### config.mk
export PLATFORM = sky130hd
export DESIGN_NAME = cphy_tx_lane_sequencer
export DESIGN_NICKNAME = d
export VERILOG_FILES = /design/src/rtl/cphy_tx_lane_sequencer.sv
export SDC_FILE = /design/constraint.sdc
export NUM_CORES = 1
export LEC_CHECK = 0
export CAP_MARGIN = 40
export CORE_MARGIN = 4
export CORE_UTILIZATION = 55
export CTS_BUF_LIST = sky130_fd_sc_hd__clkbuf_2 sky130_fd_sc_hd__clkbuf_4 sky130_fd_sc_hd__clkbuf_8
export CTS_CLUSTER_DIAMETER = 80
export DETAILED_ROUTE_END_ITERATION = 10
export PLACE_DENSITY = 0.81
export SETUP_SLACK_MARGIN = 0.4
export SYNTH_ARGS = -nofsm -noshare
export SYNTH_HDL_FRONTEND = slang
export SYNTH_SLANG_ARGS = --single-unit
### constraint.sdc
create_clock -name clk -period 5.3 [get_ports clk]
set_clock_uncertainty 0.1 [all_clocks]
set_input_delay 0.795 -clock clk [delete_from_list [all_inputs] [get_ports clk]]
set_output_delay 0.795 -clock clk [all_outputs]
set_load 0.01 [all_outputs]
### src/rtl/cphy_tx_lane_sequencer.sv
// C-PHY master lane sequencer: walks one trio through LP -> HS -> LP bursts.
// It inserts the preamble, sync and post symbols and encodes 3-bit symbols into wire states.
// Each cycle computes one "emission" (LP levels or an HS wire state) that is registered onto the
// lane outputs. As a result, the outputs trail the state register by one cycle.
module cphy_tx_lane_sequencer #(
    parameter int unsigned T_LPX    = 8,
    parameter int unsigned T_PREP   = 8,
    parameter int unsigned PRE_LEN  = 14,
    parameter int unsigned POST_LEN = 7,
    parameter int unsigned T_EXIT   = 8
) (
    input  logic       clk,
    input  logic       rst,
    input  logic       tx_req_hs,
    input  logic [2:0] sym_data,
    input  logic       sym_valid,
    input  logic       sym_last,
    output logic       sym_ready,
    output logic [1:0] A_PU_PD,
    output logic [1:0] B_PU_PD,
    output logic [1:0] C_PU_PD,
    output logic       HsTxEn,
    output logic [2:0] LpTx,
    output logic       LpTxEn,
    output logic       tx_busy,
    output logic       underflow
);

    typedef enum logic [2:0] {
        StStop, StLpx, StPrep, StPre, StSync, StData, StPost, StExit
    } state_e;

    // Wire state is {axis[1:0], pol}; axis x=0 y=1 z=2, pol 0 means '+'.
    localparam logic [2:0] WirePlusX = 3'b000;
    localparam logic [2:0] SymPre    = 3'd3;
    localparam logic [2:0] SymFill   = 3'd4;

    state_e     state_q, state_d;
    logic [7:0] cnt_q, cnt_d;
    logic       pre_first_q, pre_first_d;
    logic [2:0] wire_q, wire_d;

    logic [5:0] pupd_q, pupd_d;
    logic       hs_en_q, hs_en_d;
    logic       lp_en_q, lp_en_d;
    logic [2:0] lptx_q, lptx_d;
    logic       ready_q, ready_d;
    logic       busy_q, busy_d;
    logic       uf_q, uf_d;

    logic       enc_en;
    logic [2:0] enc_sym;
    logic       hs_drive;
    logic [2:0] lp_lvl;

    // Next wire state for one symbol; sym[2] set means a pure polarity flip.
    function automatic logic [2:0] encode_f(input logic [2:0] ws, input logic [2:0] sym);
        logic [1:0] axis;
        axis = ws[2:1];
        if (sym[2]) begin
            return {axis, ~ws[0]};
        end
        if (sym[1]) begin
            axis = (axis == 2'd2) ? 2'd0 : axis + 2'd1;
        end else begin
            axis = (axis == 2'd0) ? 2'd2 : axis - 2'd1;
        end
        return {axis, ws[0] ^ sym[0]};
    endfunction

    // Wire state to {A,B,C} drive levels (H=10 L=01 M=11).
    function automatic logic [5:0] drive_f(input logic [2:0] ws);
        case (ws)
            3'b000:  return 6'b10_01_11;  // +x
            3'b001:  return 6'b01_10_11;  // -x
            3'b010:  return 6'b11_10_01;  // +y
            3'b011:  return 6'b11_01_10;  // -y
            3'b100:  return 6'b01_11_10;  // +z
            3'b101:  return 6'b10_11_01;  // -z
            default: return 6'b00_00_00;
        endcase
    endfunction

    // Next-state, counter, wire encoder and the emission for this cycle.
    always_comb begin
        state_d     = state_q;
        cnt_d       = cnt_q;
        pre_first_d = 1'b0;
        wire_d      = wire_q;
        enc_en      = 1'b0;
        enc_sym     = SymFill;
        hs_drive    = 1'b0;
        lp_lvl      = 3'b111;
        uf_d        = 1'b0;

        case (state_q)
            StStop: begin
                if (tx_req_hs) begin
                    state_d = StLpx;
                    cnt_d   = 8'(T_LPX - 1);
                end
            end
            StLpx: begin
                if (!tx_req_hs) begin
                    state_d = StStop;
                end else begin
                    lp_lvl = 3'b001;
                    if (cnt_q == 8'd0) begin
                        state_d = StPrep;
                        cnt_d   = 8'(T_PREP - 1);
                    end else begin
                        cnt_d = cnt_q - 8'd1;
                    end
                end
            end
            StPrep: begin
                if (!tx_req_hs) begin
                    state_d = StStop;
                end else begin
                    lp_lvl = 3'b000;
                    if (cnt_q == 8'd0) begin
                        state_d     = StPre;
                        cnt_d       = 8'(PRE_LEN - 1);
                        pre_first_d = 1'b1;
                    end else begin
                        cnt_d = cnt_q - 8'd1;
                    end
                end
            end
            StPre: begin
                hs_drive = 1'b1;
                // The first PRE cycle only presents +x; the counter waits for it.
                if (pre_first_q) begin
                    wire_d = WirePlusX;
                end else begin
                    enc_en  = 1'b1;
                    enc_sym = SymPre;
                    if (cnt_q == 8'd0) begin
                        state_d = StSync;
                        cnt_d   = 8'd6;
                    end else begin
                        cnt_d = cnt_q - 8'd1;
                    end
                end
            end
            StSync: begin
                hs_drive = 1'b1;
                enc_en   = 1'b1;
                // Sync word 3,4,4,4,4,4,3 indexed by the down-count 6..0.
                enc_sym  = (cnt_q[2:0] == 3'd6 || cnt_q[2:0] == 3'd0) ? 3'd3 : 3'd4;
                if (cnt_q == 8'd0) begin
                    state_d = StData;
                end else begin
                    cnt_d = cnt_q - 8'd1;
                end
            end
            StData: begin
                hs_drive = 1'b1;
                enc_en   = 1'b1;
                if (sym_valid && ready_q) begin
                    enc_sym = sym_data;
                    if (sym_last) begin
                        state_d = StPost;
                        cnt_d   = 8'(POST_LEN - 1);
                    end
                end else begin
                    // Starved: keep the burst alive with a filler flip.
                    uf_d = 1'b1;
                end
            end
            StPost: begin
                hs_drive = 1'b1;
                enc_en   = 1'b1;
                if (cnt_q == 8'd0) begin
                    state_d = StExit;
                    cnt_d   = 8'(T_EXIT - 1);
                end else begin
                    cnt_d = cnt_q - 8'd1;
                end
            end
            StExit: begin
                if (cnt_q == 8'd0) begin
                    state_d = StStop;
                end else begin
                    cnt_d = cnt_q - 8'd1;
                end
            end
            default: begin
                state_d = StStop;
            end
        endcase

        if (enc_en) begin
            wire_d = encode_f(wire_q, enc_sym);
        end

        // HS and LP enables come from the same bit, so they can never overlap.
        hs_en_d = hs_drive;
        lp_en_d = ~hs_drive;
        lptx_d  = hs_drive ? 3'b000 : lp_lvl;
        pupd_d  = hs_drive ? drive_f(wire_d) : 6'b00_00_00;
        busy_d  = (state_q != StStop);
        // Ready tracks the state itself so acceptance and ready line up in the same cycle.
        ready_d = (state_d == StData);
    end

    // State, counter and wire-state registers.
    always_ff @(posedge clk or posedge rst) begin
        if (rst) begin
            state_q     <= StStop;
            cnt_q       <= 8'd0;
            pre_first_q <= 1'b0;
            wire_q      <= WirePlusX;
        end else begin
            state_q     <= state_d;
            cnt_q       <= cnt_d;
            pre_first_q <= pre_first_d;
            wire_q      <= wire_d;
        end
    end

    // Registered lane outputs.
    always_ff @(posedge clk or posedge rst) begin
        if (rst) begin
            pupd_q  <= 6'b00_00_00;
            hs_en_q <= 1'b0;
            lp_en_q <= 1'b1;
            lptx_q  <= 3'b111;
            ready_q <= 1'b0;
            busy_q  <= 1'b0;
            uf_q    <= 1'b0;
        end else begin
            pupd_q  <= pupd_d;
            hs_en_q <= hs_en_d;
            lp_en_q <= lp_en_d;
            lptx_q  <= lptx_d;
            ready_q <= ready_d;
            busy_q  <= busy_d;
            uf_q    <= uf_d;
        end
    end

    assign A_PU_PD   = pupd_q[5:4];
    assign B_PU_PD   = pupd_q[3:2];
    assign C_PU_PD   = pupd_q[1:0];
    assign HsTxEn    = hs_en_q;
    assign LpTxEn    = lp_en_q;
    assign LpTx      = lptx_q;
    assign sym_ready = ready_q;
    assign tx_busy   = busy_q;
    assign underflow = uf_q;

endmodule
---- After elaboration in Yosys (flattened, before gate mapping) ----
Index checks and enable logic that the tools add are counted.
word-level totals
  register bits ........................... 29
  output and inout bits ................... 14
  logic and storage cells ................. 103
cells by class
  add/subtract/negate cells ............... 3
  eq/ne operators ......................... 22
  mux-type cells .......................... 52
  bitwise logic cells ..................... 3
  reduce and logical (&&, ||, !) cells .... 12
operators by type and width
  cell                                                                count
  8-bit 2-to-1 mux                                                    10
  3-bit 2-to-1 mux                                                    23
  8-bit one-hot mux with 7 select lines                               1
  6-bit one-hot mux with 6 select lines                               1
  3-bit == test, second input constant                                8
  3-bit one-hot mux with 8 select lines                               1
  2-bit != test, second input constant                                7
  3-bit by 2-bit == test with 1-bit output, second input constant     4
  3-bit zero test                                                     3
  1-bit 2-to-1 mux                                                    9
  3-bit one-hot mux with 3 select lines                               1
  8-bit zero test                                                     1
  8-bit by 1-bit subtractor with 8-bit output, second input constant  1
  7-bit AND reduction                                                 1
  3-bit by 1-bit == test with 1-bit output, second input constant     2
  2-bit 2-to-1 mux                                                    3
  6-bit 2-to-1 mux                                                    1
  3-bit one-hot mux with 2 select lines                               1
  4-bit OR reduction                                                  1
  3-bit nonzero test                                                  1
  3-bit OR reduction                                                  1
  2-bit by 1-bit adder with 2-bit output, second input constant       1
  2-bit == test, second input constant                                1
  2-bit zero test                                                     1
  7 further kinds                                                     8

---- Logic depth before layout (Yosys ltp) ----
  depth in word-level cells ............... 11
  mapped depth ............................ 9

---- Worst setup path before layout ----
No wires, ideal clock.
  path kind ............................... reg2reg
  from .................................... register cnt_q[0]
  to ...................................... register cnt_q[6]
  library setup time ...................... 0.122 ns
  data arrival time ....................... 2.082 ns
  data required time ...................... 5.078 ns
  setup slack ............................. 2.997 ns
  stages on the path, launching flop included .. 9
  buffers on the path ..................... 2
  cell sequence ........................... dfrtp_1 -> inv_1 -> ha_1 -> or4b_4 -> nand2b_4 -> buf_6 -> o221a_4 -> buf_6 -> a32o_1
on the way
  cells in the longest elaborated chain, start to end .. 4
ends and longest elaborated chain
  element                                                                         line           text
  start: declaration                                                              39             logic [7:0] cnt_q, cnt_d;
  start signal: assignment                                                        216            cnt_q <= cnt_d;
  8-bit by 1-bit subtractor with 8-bit output or 8-bit zero test (tied branches)  --
  8-bit 2-to-1 mux, on equally long branches                                      --
  8-bit 2-to-1 mux, on equally long branches                                      133, 104, 117
  8-bit one-hot mux with 7 select lines                                           96             case (state_q)
Parallel ways exist; a longest one is shown, timed or not. The select of a mux whose other input is x is not followed.
A chain may end at the register's enable or synchronous reset.

---- Worst setup path after layout ----
  from .................................... register cnt_q[0]
  to ...................................... register cnt_q[3]
The elaborated chain is that of the path after synthesis.

==> metrics.txt <==
outcome=completed; syn_nets=192; Root Buffer Master=clkbuf_4; area grow syn2layout=16.2%; Finished Cell Area=1940 um^2; hold_ws=461 ps; Port Buffer Count=21; CP Data Required Time=5450 ps; crit-path cells=inv_1, ha_1, or4b_4, nor2b_1, o21a_1, o22ai_1, a22o_2; CTS H-tree lvls=1; worst-skew pair later-pin latency=340 ps; maximum clock rate=0.378 GHz; Most used DFF post-synth=dfrtp_1; NumNets Final=209; initial core utilization=59.0%; drt wl/cell=15.9 um; Core Util, Final=68.6%; Synth async-reset ratio=100%; GR Overflow Total=0; Slew Viols, Final=0; first-pass GRT wire length=6.20 mm; final antenna-violating net count=0; leading cell type in the layout, fill and taps excluded=dfrtp_1; final wirelength=3.60 mm; syn avg cell area=9.33 um^2; fin crit share=49.9%; multi-input logic area=881 um^2; GRT Util Overall=19.3%; power per cell area=401 nW/um^2; Period minus WS final=2640 ps; Yosys top cell area share=37.5%; Syn Inst Count=179; top post-synthesis cells by area=dfrtp_1 (37%), dfstp_2 (4.7%), nand2_1 (4.7%); DR pass1 iterations=4; largest net degree at the start of global routing=29; Via density=6.18; CP Launch Type=flip-flop; number of global-route vias before repair=1416; total negative slack=0 ps; cell leakage power=0.849 nW; number of gates resized after CTS=0; CTS Sinks=28; die area=3980 um^2; Reg2Reg Setup Slack=2660 ps; most frequent cells in the layout=dfrtp_1 (25), nand2_1 (21), clkdlybuf4s50_1 (21), o21ai_0 (14), nor2_1 (13); RSZ-0062 raised after global routing=false; via count=1397; CP max-delay cell=or4b_4; # diodes=0; hpwl dp=2.64 mm; Setup Fix Bufs, Post-CTS=0; sequential-to-total area share from yosys stat=42.2%; setup violators final=0; worst hold path class=flip-flop to flip-flop; Worst Tran Pin Value=757 ps; worst path arrival time=2790 ps; delay-heaviest family, CP=simple AND/OR/NAND/NOR gates; Hold Fails Final Rpt=0; Core Box Area=2830 um^2; Synth Register Bits=28; Die Ht=63.1 um; Setup CP Type=flip-flop to flip-flop; CP bufs+invs=1; Clk pin slew, worst setup/hold paths=160 ps; worst-path fanout max=7; crit end category=flip-flop; TritonCTS clock tree=done; # rows=19; Num CTS Buffers=3; Slew HR=49.5%; max-cap viol count=0; Post-synth EDFFs=0; die width=63.1 um; count of distinct cell types in the synthesized netlist=54; Slowest Stage Delay on Critical Path=520 ps; Mapped Area=1670 um^2; FF+latch area=704 um^2; peak supply drop=0.000209 V; maximum root-to-sink buffer count=2; initial antenna violation count=0; synth warn=0; cell taking the most area after synthesis=dfrtp_1; final weighted congestion in routability-driven placement=0.788; Placed Instance Area=1890 um^2; initial DRC count=75; Hold Buf Count CTS=0; drt drc=0; I/O Pins=22; fillers=217; fraction of layout instances using a drive strength above 1=7.18%
[final cells by class]
cell class	count	area share, %
Multi-Input combinational cell	134	45.4
Clock inverter	1	1.55
Timing Repair Buffer	22	12.3
Inverter	7	1.35
Sequential cell	28	36.3
Clock buffer	3	1.16
Tap cell	31	2.00
[flip-flops by register name, indices dropped and copies added, names as in the netlist]
register and flops:
LpTx 2, wire_q 3, pre_first_q 1, underflow 1, tx_busy 1, cnt_q 8, LpTxEn 1, HsTxEn 1
sym_ready 1, state_q 3, pupd_q 6
[where the power goes]
group          internal [mW]  total [mW]  switching [mW]
Sequential             0.264       0.337          0.0727
Clock                 0.0766       0.144          0.0675
Combinational          0.141       0.297           0.155
[metal layers]
layer / GRT usage [%] / up-vias / part of all wire (%)
met5: 0 / - / 0
met2: 34.5 / 43 / 53
met3: 3.37 / 8 / 4.7
li1: - / 682 / -
met4: 9.09 / 0 / 1.9
met1: 22.2 / 664 / 40
[stage by stage]
step / setup WS [ps] / power, mW / cells
finish: 2660 / 0.778 / 226
CTS: 2680 / 0.780 / 226
global route: 2530 / 0.835 / 226
floorplan: 3000 / 0.549 / 179
detailed placement: 2590 / 0.635 / 222
global placement: 2690 / 0.614 / 221
[path summary, 6_finish.rpt]
path,startpoint,end,cells past startpoint
worst max-delay path,cnt_q[0],cnt_q[3],7
worst min-delay path,cnt_q[7],cnt_q[7],1
worst max register to register,cnt_q[0],cnt_q[3],7
worst min register to register,cnt_q[7],cnt_q[7],1
max in group asynchronous,rst,LpTxEn,3
min in group asynchronous,rst,cnt_q[1],2
[cell usage after synthesis (2+ instances only)]
cell type	count
a21boi_0	3
and3b_1	2
nor3_1	8
buf_6	2
maj3_1	2
nand3_1	5
ha_1	5
mux2i_1	7
buf_2	2
nand3b_1	2
o21a_1	5
o21ai_0	14
inv_1	7
nand2_1	21
dfrtp_1	25
dfstp_2	3
clkbuf_1	3
nor3b_1	2
nor2b_1	3
nand4_1	2
a22o_1	2
nand2b_1	4
buf_1	2
nor2_1	13
a21oi_1	6
[kinds of logic (layout without fill, tap and decap cells)]
kind of cell,count (synthesis),count (layout),synth area share [%]
compound gates,48,48,20.8
xor+xnor,1,1,0.524
buf+inv,17,33,5.09
flops,28,28,42.2
mux,7,7,4.19
simple gates,71,71,22.3
fa+ha+maj,7,7,4.94
Power figures use the tool's default switching activity.
